### src/rtl/serial_sub_pkg.sv
// ---------------------------------------------------------------------------
// serial_sub_pkg
//   Shared definitions for the bit-serial subtractor: FSM state encodings and
//   the signed-overflow helper used when SERIAL_SUB_OVF_EN is defined.
// ---------------------------------------------------------------------------
package serial_sub_pkg;

  typedef enum logic [1:0] {
    ST_IDLE  = 2'd0,
    ST_SHIFT = 2'd1,
    ST_DONE  = 2'd2
  } state_t;

  // Two's-complement overflow of a - b: operands differ in sign and the
  // result sign differs from the minuend sign.
  function automatic logic ovf_calc(input logic a_msb, input logic b_msb,
                                    input logic d_msb);
    return (a_msb != b_msb) && (d_msb != a_msb);
  endfunction

endpackage

### src/rtl/serial_sub_fs_cell.sv
// ---------------------------------------------------------------------------
// fs_cell
//   Combinational one-bit full subtractor: d = x - y - bi, bo = borrow out.
// Ports
//   x   in  minuend bit
//   y   in  subtrahend bit
//   bi  in  borrow in
//   d   out difference bit
//   bo  out borrow out
// ---------------------------------------------------------------------------
module fs_cell (
  input  logic x,
  input  logic y,
  input  logic bi,
  output logic d,
  output logic bo
);

  assign d  = x ^ y ^ bi;
  assign bo = (~x & y) | (~(x ^ y) & bi);

endmodule

### src/rtl/serial_sub.sv
// ---------------------------------------------------------------------------
// serial_sub
//   Bit-serial subtractor: diff = a - b - bin over WIDTH bits, LSB first, one
//   bit per clock through a single fs_cell.
//
// Ports
//   clk    in   rising-edge clock
//   rst    in   synchronous active-high reset
//   start  in   request, honoured only when not busy
//   a, b   in   [WIDTH-1:0] operands, captured on an accepted start
//   bin    in   borrow-in, captured on an accepted start
//   busy   out  high while bits are shifting
//   done   out  one-cycle pulse, d/bout (and ovf) valid
//   d      out  [WIDTH-1:0] difference, held until the next completion
//   bout   out  final borrow-out, held with d
//   ovf    out  signed overflow, present only with SERIAL_SUB_OVF_EN
//
// Handshake: a start seen high at a clock edge while in IDLE or DONE is
// accepted on that edge; busy is high for exactly WIDTH cycles afterwards,
// then done pulses for one cycle with the result already on d/bout. A start
// high during busy is ignored and the operands are not re-sampled.
//
// Build option: define SERIAL_SUB_OVF_EN to add the ovf port and the two
// operand-MSB flops behind it.
// ---------------------------------------------------------------------------
module serial_sub
  import serial_sub_pkg::*;
#(
  parameter int WIDTH = 8
) (
  input  logic             clk,
  input  logic             rst,
  input  logic             start,
  input  logic [WIDTH-1:0] a,
  input  logic [WIDTH-1:0] b,
  input  logic             bin,
  output logic             busy,
  output logic             done,
  output logic [WIDTH-1:0] d,
  output logic             bout
`ifdef SERIAL_SUB_OVF_EN
  ,
  output logic             ovf
`endif
);

  localparam int CNT_W = $clog2(WIDTH + 1);

  state_t           state;
  state_t           state_nxt;
  logic [CNT_W-1:0] cnt;
  // Minuend shifts out at bit 0 while difference bits shift in at the top,
  // so after WIDTH shifts this register holds the full difference.
  logic [WIDTH-1:0] ad_sh;
  logic [WIDTH-1:0] ad_sh_nxt;
  logic [WIDTH-1:0] b_sh;
  logic             br;
  logic             cell_d;
  logic             cell_bo;
  logic             accept;
  logic             last;

`ifdef SERIAL_SUB_OVF_EN
  logic a_msb;
  logic b_msb;
`endif

  fs_cell u_cell (
    .x  (ad_sh[0]),
    .y  (b_sh[0]),
    .bi (br),
    .d  (cell_d),
    .bo (cell_bo)
  );

  generate
    if (WIDTH == 1) begin : g_w1
      assign ad_sh_nxt = cell_d;
    end else begin : g_wn
      assign ad_sh_nxt = {cell_d, ad_sh[WIDTH-1:1]};
    end
  endgenerate

  assign accept = start && ((state == ST_IDLE) || (state == ST_DONE));
  assign last   = (state == ST_SHIFT) && (cnt == CNT_W'(WIDTH - 1));

  always_comb begin
    state_nxt = state;
    busy      = 1'b0;
    done      = 1'b0;
    case (state)
      ST_IDLE: begin
        if (start) state_nxt = ST_SHIFT;
      end
      ST_SHIFT: begin
        busy = 1'b1;
        if (last) state_nxt = ST_DONE;
      end
      ST_DONE: begin
        done      = 1'b1;
        state_nxt = start ? ST_SHIFT : ST_IDLE;
      end
      default: state_nxt = ST_IDLE;
    endcase
  end

  always_ff @(posedge clk) begin
    if (rst) begin
      state <= ST_IDLE;
      cnt   <= '0;
      ad_sh <= '0;
      b_sh  <= '0;
      br    <= 1'b0;
      d     <= '0;
      bout  <= 1'b0;
`ifdef SERIAL_SUB_OVF_EN
      a_msb <= 1'b0;
      b_msb <= 1'b0;
      ovf   <= 1'b0;
`endif
    end else begin
      state <= state_nxt;
      if (accept) begin
        ad_sh <= a;
        b_sh  <= b;
        br    <= bin;
        cnt   <= '0;
`ifdef SERIAL_SUB_OVF_EN
        a_msb <= a[WIDTH-1];
        b_msb <= b[WIDTH-1];
`endif
      end else if (state == ST_SHIFT) begin
        ad_sh <= ad_sh_nxt;
        b_sh  <= b_sh >> 1;
        br    <= cell_bo;
        cnt   <= cnt + CNT_W'(1);
        // Results move to the outputs only on the edge entering DONE.
        if (last) begin
          d    <= ad_sh_nxt;
          bout <= cell_bo;
`ifdef SERIAL_SUB_OVF_EN
          ovf  <= ovf_calc(a_msb, b_msb, ad_sh_nxt[WIDTH-1]);
`endif
        end
      end
    end
  end

endmodule
### config.mk
export PLATFORM = sky130hd
export DESIGN_NAME = serial_sub
export DESIGN_NICKNAME = d
export VERILOG_FILES = /design/src/rtl/serial_sub_pkg.sv /design/src/rtl/serial_sub_fs_cell.sv /design/src/rtl/serial_sub.sv
export SDC_FILE = /design/constraint.sdc
export NUM_CORES = 1
export LEC_CHECK = 0
export ABC_AREA = 1
export CAP_MARGIN = 20
export CORE_ASPECT_RATIO = 0.7
export CORE_MARGIN = 3
export CORE_UTILIZATION = 40
export DETAILED_ROUTE_END_ITERATION = 16
export MAX_ROUTING_LAYER = met4
export SETUP_SLACK_MARGIN = 0.02
export SLEW_MARGIN = 40
export SYNTH_ARGS = -nofsm -noshare
export SYNTH_HDL_FRONTEND = slang
export SYNTH_HIERARCHICAL = 1
export SYNTH_SLANG_ARGS = --single-unit
### constraint.sdc
create_clock -name clk -period 3.7 [get_ports clk]
set_input_delay 0.74 -clock clk [delete_from_list [all_inputs] [get_ports clk]]
set_output_delay 0.74 -clock clk [all_outputs]
set_load 0.01 [all_outputs]
==> results of run 1 <==
registers in the layout (all words and copies together), names as in the netlist:
signal	cells
b_sh	8
d	8
bout	1
br	1
cnt	4
ad_sh	8
state	2
layer usage:
metal  up-vias  track usage (%)  part of all wire, %
met5         -                -                    0
met4         0             4.34                 0.51
met3         2             5.05                  5.2
met2        30             23.1                   41
met1       596             22.8                   53
li1        771                -                    -
path summary, 6_finish.rpt:
| path | endpoint | from | slack, ps | depth (start not counted) |
|---|---|---|---|---|
| min | b_sh[7] | b_sh[7] | 480 | 2 |
| min reg2reg | b_sh[7] | b_sh[7] | 480 | 2 |
| max reg2reg | d[3] | state[0] | 2010 | 5 |
| max | busy | state[0] | 1020 | 3 |
worst max-delay path, cell delays in order (launching register included):
cell and delay [ps]:
dfxtp_1 780, nand2_2 120, inv_2 190, clkdlybuf4s50_1 570
metrics by stage:
| step | total power [mW] | worst slack [ps] | cells | hold WS (ps) |
|---|---|---|---|---|
| 2_1_floorplan | 0.465 | 2200 | 229 | 458 |
| 3_3_place_gp | 0.498 | 1350 | 298 | 465 |
| 3_5_place_dp | 0.498 | 1310 | 298 | 472 |
| 4_1_cts | 0.770 | 1010 | 306 | 483 |
| 5_1_grt | 0.802 | 859 | 306 | 499 |
| 6_report | 0.760 | 1020 | 306 | 484 |
cell usage in the layout, fill, tap and decap left out, drive strengths merged:
cell type,Yosys,layout
nand2,64,64
nand3,37,37
dfxtp,32,32
clkdlybuf4s50,0,30
nor2,27,27
inv,24,24
a21oi,17,17
nand3b,9,9
clkbuf,1,8
nor3,2,2
buf,12,2
o21ai,1,1
xor2,1,1
ha,1,1
fa,1,1
logic make-up after synthesis:
group                    after synthesis
AO/OA/AOI/OAI                         18
buffers and inverters                 37
flip-flops                            32
adder cells (fa/ha/maj)                2
XOR/XNOR                               1
AND/OR/NAND/NOR                      139
cell type report:
type | instances | area, um^2
Fill cell | 364 | 1710
Inverter | 24 | 92.6
Sequential cell | 32 | 641
Tap cell | 50 | 62.6
Timing Repair Buffer | 32 | 315
Clock buffer | 8 | 90.1
Multi-Input combinational cell | 160 | 763
power groups by stage:
stage / Clock (mW) / Sequential (mW) / Combinational [mW]
2_1_floorplan: 0 / 0.379 / 0.0864
4_1_cts: 0.280 / 0.379 / 0.111
6_report: 0.270 / 0.380 / 0.110
5_1_grt: 0.294 / 0.382 / 0.125
3_3_place_gp: 0 / 0.387 / 0.110
3_5_place_dp: 0 / 0.387 / 0.111
==> run summary, run 1 <==
# diodes - 0
Top FF cell, synth - dfxtp_1
fraction of layout instances using a drive strength above 1 - 7.03%
Mapped Area - 1590 um^2
Pint - 0.565 mW
Simple-Gate Fraction of Synth Area - 39.8%
number of synthesized register bits - 32
Worst Tran Pin Value - 714 ps
Min Clock Period, post-route - 2680 ps
vias per cell - 4.57
Crit path required time - 2960 ps
clk slew on worst S/H paths - 60 ps
status - finished clean
vias in the first global route - 1329
post-layout util - 53.5%
Die ar. - 4770 um^2
area share of the largest cell type after synthesis - 40.3%
post-cts sizing count - 0
Syn Inst Count - 229
drt wl/cell - 10.9 um
clk buf depth - 2
row count - 18
Crit Path Class - reg2out
NumNets Final - 277
post-detail-place hpwl - 2.31 mm
area delta synth->final - 23.7%
grt total ovfl - 0
headroom to the max-slew limit - 52.3%
Leakage - 0.853 nW
Worst setup SP type - flop
Peak VDD IR - 0.189 mV
register area share after synthesis - 40.3%
Worst Skew - 3.58 ps
Max Clock Freq - 373 MHz
final setup TNS - 0 ps
Compound-Gate Fraction of Synth Area - 5.67%
WP data arrival - 1940 ps
CTS tree - done
synth top area cells - dfxtp_1 40%, nand2_1 14%, nand3_1 12%
Comb power frac - 14.5%
Switch Pwr - 0.195 mW
Die Y - 58.7 um
dominant cell type by area after synthesis - dfxtp_1
routed vias - 1399
synth cell count leaders - 61 x nand2_1, 37 x nand3_1, 32 x dfxtp_1, 23 x nor2_1, 21 x inv_1
Synth async-reset ratio - 0%
clock power share - 35.6%
Min-Delay Path Class - reg2reg
Clock Root Buffer - clkbuf_8
Syn Area/Cell - 6.93 um^2
Hold Buf Count CTS - 0
drt pass-1 iters - 4
Syn. warnings - 6
Placed Area - 1870 um^2
Netlist cell types - 22
starting density of the core - 43.3%
CTS buffer count - 5
clock sinks - 32
main combinational cell family by area after synthesis - simple AND/OR/NAND/NOR gates
Max-Cap Viols - 0
Boundary Pins - 31
most frequent cell after synthesis - nand2_1
PD cells - 387 nW/um^2
Hold Fails Final Rpt - 0
XOR/XNOR Fraction of Synth Area - 0.552%
routed wire length - 3.34 mm
initial antenna violation count - 0
post-CTS setup buffers - 0
adder-cell share of the synthesized area - 2.05%
Worst-Skew Late Latency - 270 ps
Core Region - 3670 um^2
mux share of post-synthesis cell area - 0%
overall routing resource usage - 16.4%
Initial DRC Count - 52
switch share - 25.6%
RSZ-0062 raised after global routing - no
Post-synth EDFFs - 0
largest net degree at the start of global routing - 30
proportion of power drawn by flip-flops and latches - 49.9%
Horiz. Die Dim - 81.3 um
H-tree levels - 2
IO Port Bufs - 30
first-pass GRT wire length - 5.93 mm
syn nets - 251
Setup crit end kind - output port
remaining antenna violation count - 0
Max FO, Critical Path - 18
drt drc - 0
GPL Wtd Cong - 0.773
final worst path period share - 72.5%
final non-filler cell area - 1960 um^2
final max-slew violation count - 0
Final setup viols - 0
Power figures use the tool's default switching activity.
==> run 2: changes to the inputs <==
==> constraint.sdc (replaced) <==
create_clock -name clk -period 2.5 [get_ports clk]
set_input_delay 0.5 -clock clk [delete_from_list [all_inputs] [get_ports clk]]
set_output_delay 0.5 -clock clk [all_outputs]
set_load 0.01 [all_outputs]
==> run 2 against run 1 <==
Effect of this change:
- final cell count rose by 0.65%
- utilization is 0.99 points higher
- cell area is 1.8% higher
- sequential share of layout area decreased by 0.59 points
- flip-flop and latch count unchanged
- global-route usage up 0.76 points
- sequential power is 46% higher
- clock power up 83%
- hold slack got worse by 7.3 ps
==> run summary, run 2 (synthesis results as in run 1) <==
critical path, cell by cell - buf_4 > nor2_1 > clkdlybuf4s50_1
Worst Path Buf+Inv - 2
Die Y - 58.7 um
# diodes - 0
Min-Delay Path Class - reg2reg
most frequent cells in the layout - 61 x nand2_1, 37 x nand3_1, 32 x dfxtp_1, 30 x clkdlybuf4s50_1, 23 x nor2_1
H-tree levels - 2
Worst Tran Pin Value - 481 ps
Die ar. - 4770 um^2
headroom to the max-slew limit - 67.9%
crit-path leading delay family - buffers and inverters
drt pass-1 iters - 4
clk slew on worst S/H paths - 70 ps
largest registers - ad_sh: 8 flops, b_sh: 8 flops, d: 8 flops
clock sinks - 32
Pint - 0.909 mW
metal2 WL - 1.55 mm
crit path from - state[0]
proportion of power drawn by flip-flops and latches - 45.4%
CTS tree - done
drt drc - 0
Worst path slowest cell - clkdlybuf4s50_1
CP Depth - 3
final worst path period share - 80.2%
Crit path required time - 2000 ps
Worst setup SP type - flop
row count - 18
clock power share - 40.4%
Max Clock Freq - 499 MHz
Placed Area - 1890 um^2
routed wire length - 3.66 mm
Crit Path Class - reg2out
grt total ovfl - 0
top sig layer - met4
Hold Fails Final Rpt - 0
starting density of the core - 43.3%
Core Region - 3670 um^2
GPL Wtd Cong - 0.755
M1 wire length - 1.91 mm
RSZ-0062 raised after global routing - no
Reg2Reg Depth - 7
routed vias - 1433
worst setup margin - 496 ps
largest net degree at the start of global routing - 30
initial antenna violation count - 0
Max-Cap Viols - 0
status - finished clean
Peak VDD IR - 0.350 mV
Min Clock Period, post-route - 2000 ps
vias per cell - 4.65
PD cells - 611 nW/um^2
overall routing resource usage - 17.2%
Setup crit end kind - output port
Final setup viols - 0
final setup TNS - 0 ps
worst reg2reg startpoint - cnt[0]
final max-slew violation count - 0
hold path cells - 2
final non-filler cell area - 2000 um^2
post-cts sizing count - 0
Leakage - 0.871 nW
CTS buffer count - 5
Worst Skew - 9.58 ps
met3 wire len - 161 um
clk buf depth - 2
commonest non-fill, non-tap cell in the layout - nand2_1
drt wl/cell - 11.9 um
Horiz. Die Dim - 81.3 um
area delta synth->final - 26.0%
Hold Buf Count CTS - 0
NumNets Final - 279
HP Start - d[7]
switch share - 25.6%
IO Port Bufs - 30
first-pass GRT wire length - 6.04 mm
fraction of layout instances using a drive strength above 1 - 8.53%
remaining antenna violation count - 0
Max stage delay on crit path - 550 ps
Boundary Pins - 31
Initial DRC Count - 61
Clock Root Buffer - clkbuf_8
Worst-Skew Late Latency - 290 ps
Max FO, Critical Path - 17
post-CTS setup buffers - 0
vias in the first global route - 1296
Overall Power - 1.22 mW
WP data arrival - 1500 ps
post-detail-place hpwl - 2.46 mm
Post-Place Worst Slack - 507 ps
Comb power frac - 14.2%
Switch Pwr - 0.313 mW
## run 2: power by group through the flow
stage | Sequential [mW] | Combinational (mW) | Clock [mW]
5_1_grt | 0.557 | 0.197 | 0.533
2_1_floorplan | 0.561 | 0.128 | 0
6_report | 0.554 | 0.174 | 0.493
3_3_place_gp | 0.565 | 0.173 | 0
4_1_cts | 0.554 | 0.175 | 0.503
3_5_place_dp | 0.566 | 0.174 | 0
## run 2: final cells by class
type | instances | area (um^2)
sequential | 32 | 641
timing repair buffer | 34 | 330
inverter | 24 | 92.6
multi-input combinational | 160 | 763
tap | 50 | 62.6
clock inverter | 3 | 42.5
fill | 388 | 1670
clock buffer | 5 | 68.8
## run 2: metal layers
layer / vias up / global-route usage (%)
li1: 777 / -
met3: 5 / 5.05
met5: - / -
met2: 24 / 24.8
met1: 627 / 23.0
met4: 0 / 5.78
## run 2: worst paths after layout
check | to | slack (ps)
worst min-delay path | d[7] | 480
worst max register to register | bout | 1110
worst max-delay path | done | 500
worst min register to register | d[7] | 480
## run 2: tightest hold or removal path: stages (launching register included)
cell     delay [ps]
dfxtp_1         320
nand3_1          70
nand2_1          50
## run 2: per-stage QoR
stage | std cells | util, % | hold WS [ps]
finish | 308 | 54.5 | 477
global route | 308 | 54.5 | 501
CTS | 308 | 54.5 | 479
detailed placement | 300 | 51.5 | 470
global placement | 300 | 51.5 | 464
floorplan | 229 | - | 458
==> run 3: changes to the inputs <==
--- a/config.mk
+++ b/config.mk
@@ -12,6 +12,7 @@
 export CORE_UTILIZATION = 40
 export DETAILED_ROUTE_END_ITERATION = 16
 export MAX_ROUTING_LAYER = met4
+export PLACE_DENSITY = 0.67
 export SETUP_SLACK_MARGIN = 0.02
 export SLEW_MARGIN = 40
 export SYNTH_ARGS = -nofsm -noshare
==> constraint.sdc (replaced) <==
create_clock -name clk -period 1.8 [get_ports clk]
set_input_delay 0.36 -clock clk [delete_from_list [all_inputs] [get_ports clk]]
set_output_delay 0.36 -clock clk [all_outputs]
set_load 0.01 [all_outputs]
==> run 3 against run 2 <==
Effect of this change:
- flip-flop and latch count did not move
- setup slack got worse by 210 ps
- via count rose by 1.3%
- combinational power rose by 39%
- clock power rose by 15%
- critical path depth fell by 2
- clock-buffer cell count rose by 3
- sequential share of layout area barely moved
- non-clock buffer count rose by 2
- clock skew fell by 6.3 ps
- first-iteration DRC count rose by 15%
- critical path type unchanged
- largest power group unchanged
==> run summary, run 3 (synthesis results as in run 1) <==
Max FO, Critical Path - 2
final max-slew violation count - 0
starting density of the core - 43.3%
routed wire length - 3.39 mm
Max stage delay on crit path - 540 ps
Die Y - 58.7 um
largest net degree at the start of global routing - 30
Overall Power - 1.58 mW
Max-Cap Viols - 0
Horiz. Die Dim - 81.3 um
Crit Path Class - reg2out
status - finished clean
proportion of power drawn by flip-flops and latches - 48.8%
Max Clock Freq - 661 MHz
post-detail-place hpwl - 2.39 mm
final setup TNS - 0 ps
overall routing resource usage - 16.6%
Core Region - 3670 um^2
grt total ovfl - 0
Crit path required time - 1440 ps
Worst Skew - 3.31 ps
vias per cell - 4.68
largest registers - ad_sh: 8 flops, b_sh: 8 flops, d: 8 flops
most frequent cells in the layout - 61 x nand2_1, 37 x nand3_1, 32 x dfxtp_1, 28 x clkdlybuf4s50_1, 23 x nor2_1
headroom to the max-slew limit - 71.1%
filler instances - 371
Finished Layout Cells - 310
crit-path leading delay family - buffers and inverters
row count - 18
vias in the first global route - 1290
clock sinks - 32
PD cells - 789 nW/um^2
initial antenna violation count - 0
clk slew on worst S/H paths - 60 ps
IO Port Bufs - 30
GPL Wtd Cong - 0.753
Min Clock Period, post-route - 1510 ps
post-CTS setup buffers - 0
Min-Delay Path Class - reg2reg
placed instance count - 302
NumNets Final - 281
Initial DRC Count - 70
fraction of layout instances using a drive strength above 1 - 8.46%
Worst setup SP type - flop
Hold Fails Final Rpt - 0
Worst Tran Pin Value - 433 ps
Worst-Skew Late Latency - 280 ps
Peak VDD IR - 0.372 mV
final hold slack - 479 ps
CTS buffer count - 5
# diodes - 0
area delta synth->final - 26.1%
Post-Place Worst Slack - 182 ps
WP data arrival - 1150 ps
Worst path slowest cell - clkdlybuf4s50_1
H-tree levels - 2
Final setup viols - 0
Clock Root Buffer - clkbuf_8
Boundary Pins - 31
drt wl/cell - 10.9 um
Leakage - 0.905 nW
Switch Pwr - 0.412 mW
drt pass-1 iters - 4
Setup crit end kind - output port
worst setup margin - 286 ps
first-pass GRT wire length - 5.87 mm
critical path, cell by cell - clkdlybuf4s50_1
RSZ-0062 raised after global routing - no
Die ar. - 4770 um^2
switch share - 26.1%
commonest non-fill, non-tap cell in the layout - nand2_1
drt drc - 0
final worst path period share - 84.1%
clk buf depth - 2
Pint - 1.17 mW
clock power share - 35.9%
Worst Path Buf+Inv - 1
Hold Buf Count CTS - 0
Comb power frac - 15.3%
routed vias - 1451
remaining antenna violation count - 0
CTS tree - done
-- run 3: cell type report --
cell class	instances	area, um^2	share of cell area (%)
multi-input cells	160	763	38.1
flip-flops and latches	32	641	32.0
repair buffers	36	350	17.5
inverters	24	95.1	4.75
well taps	50	62.6	3.13
clock buffers	8	90.1	4.50
-- run 3: stage by stage --
stage,util (%),cell area [um^2]
after floorplan,-,1590
after global placement,51.9,1900
after detailed placement,51.9,1900
after CTS,54.4,2000
after global routing,54.5,2000
final,54.5,2000
-- run 3: power by group through the flow --
stage / logic, mW / registers (mW) / clock network [mW]
after detailed placement: 0.244 / 0.785 / 0
after CTS: 0.245 / 0.770 / 0.584
after global routing: 0.276 / 0.774 / 0.611
after floorplan: 0.178 / 0.779 / 0
final: 0.242 / 0.770 / 0.568
after global placement: 0.240 / 0.786 / 0
-- run 3: worst min-delay path: stages (launching register included) --
cell and delay (ps):
dfxtp_1 310, nand3_1 70, nand2_1 50
-- run 3: routing by layer --
metal  GRT usage, %  up-vias  wire length [um]
met5              -        -                 0
met4           5.06        0                46
met3           5.05        6               213
met2           22.5       36              1390
met1           23.3      627              1740
li1               -      782                 -
-- run 3: worst paths after layout --
kind	end	depth (start not counted)	slack [ps]	startpoint
worst max-delay path	d[4]	1	290	d[4]
worst min-delay path	bout	2	480	bout
worst max register to register	bout	7	440	cnt[0]
worst min register to register	bout	2	480	bout
-- run 3: repair_timing --
| item | 4_1_cts | 5_1_grt |
|---|---|---|
| hold endpoints to repair | 0 | 0 |
| setup endpoints to repair | 1 | 2 |
| resized for setup | 1 | 2 |
| gates cloned | 0 | 0 |
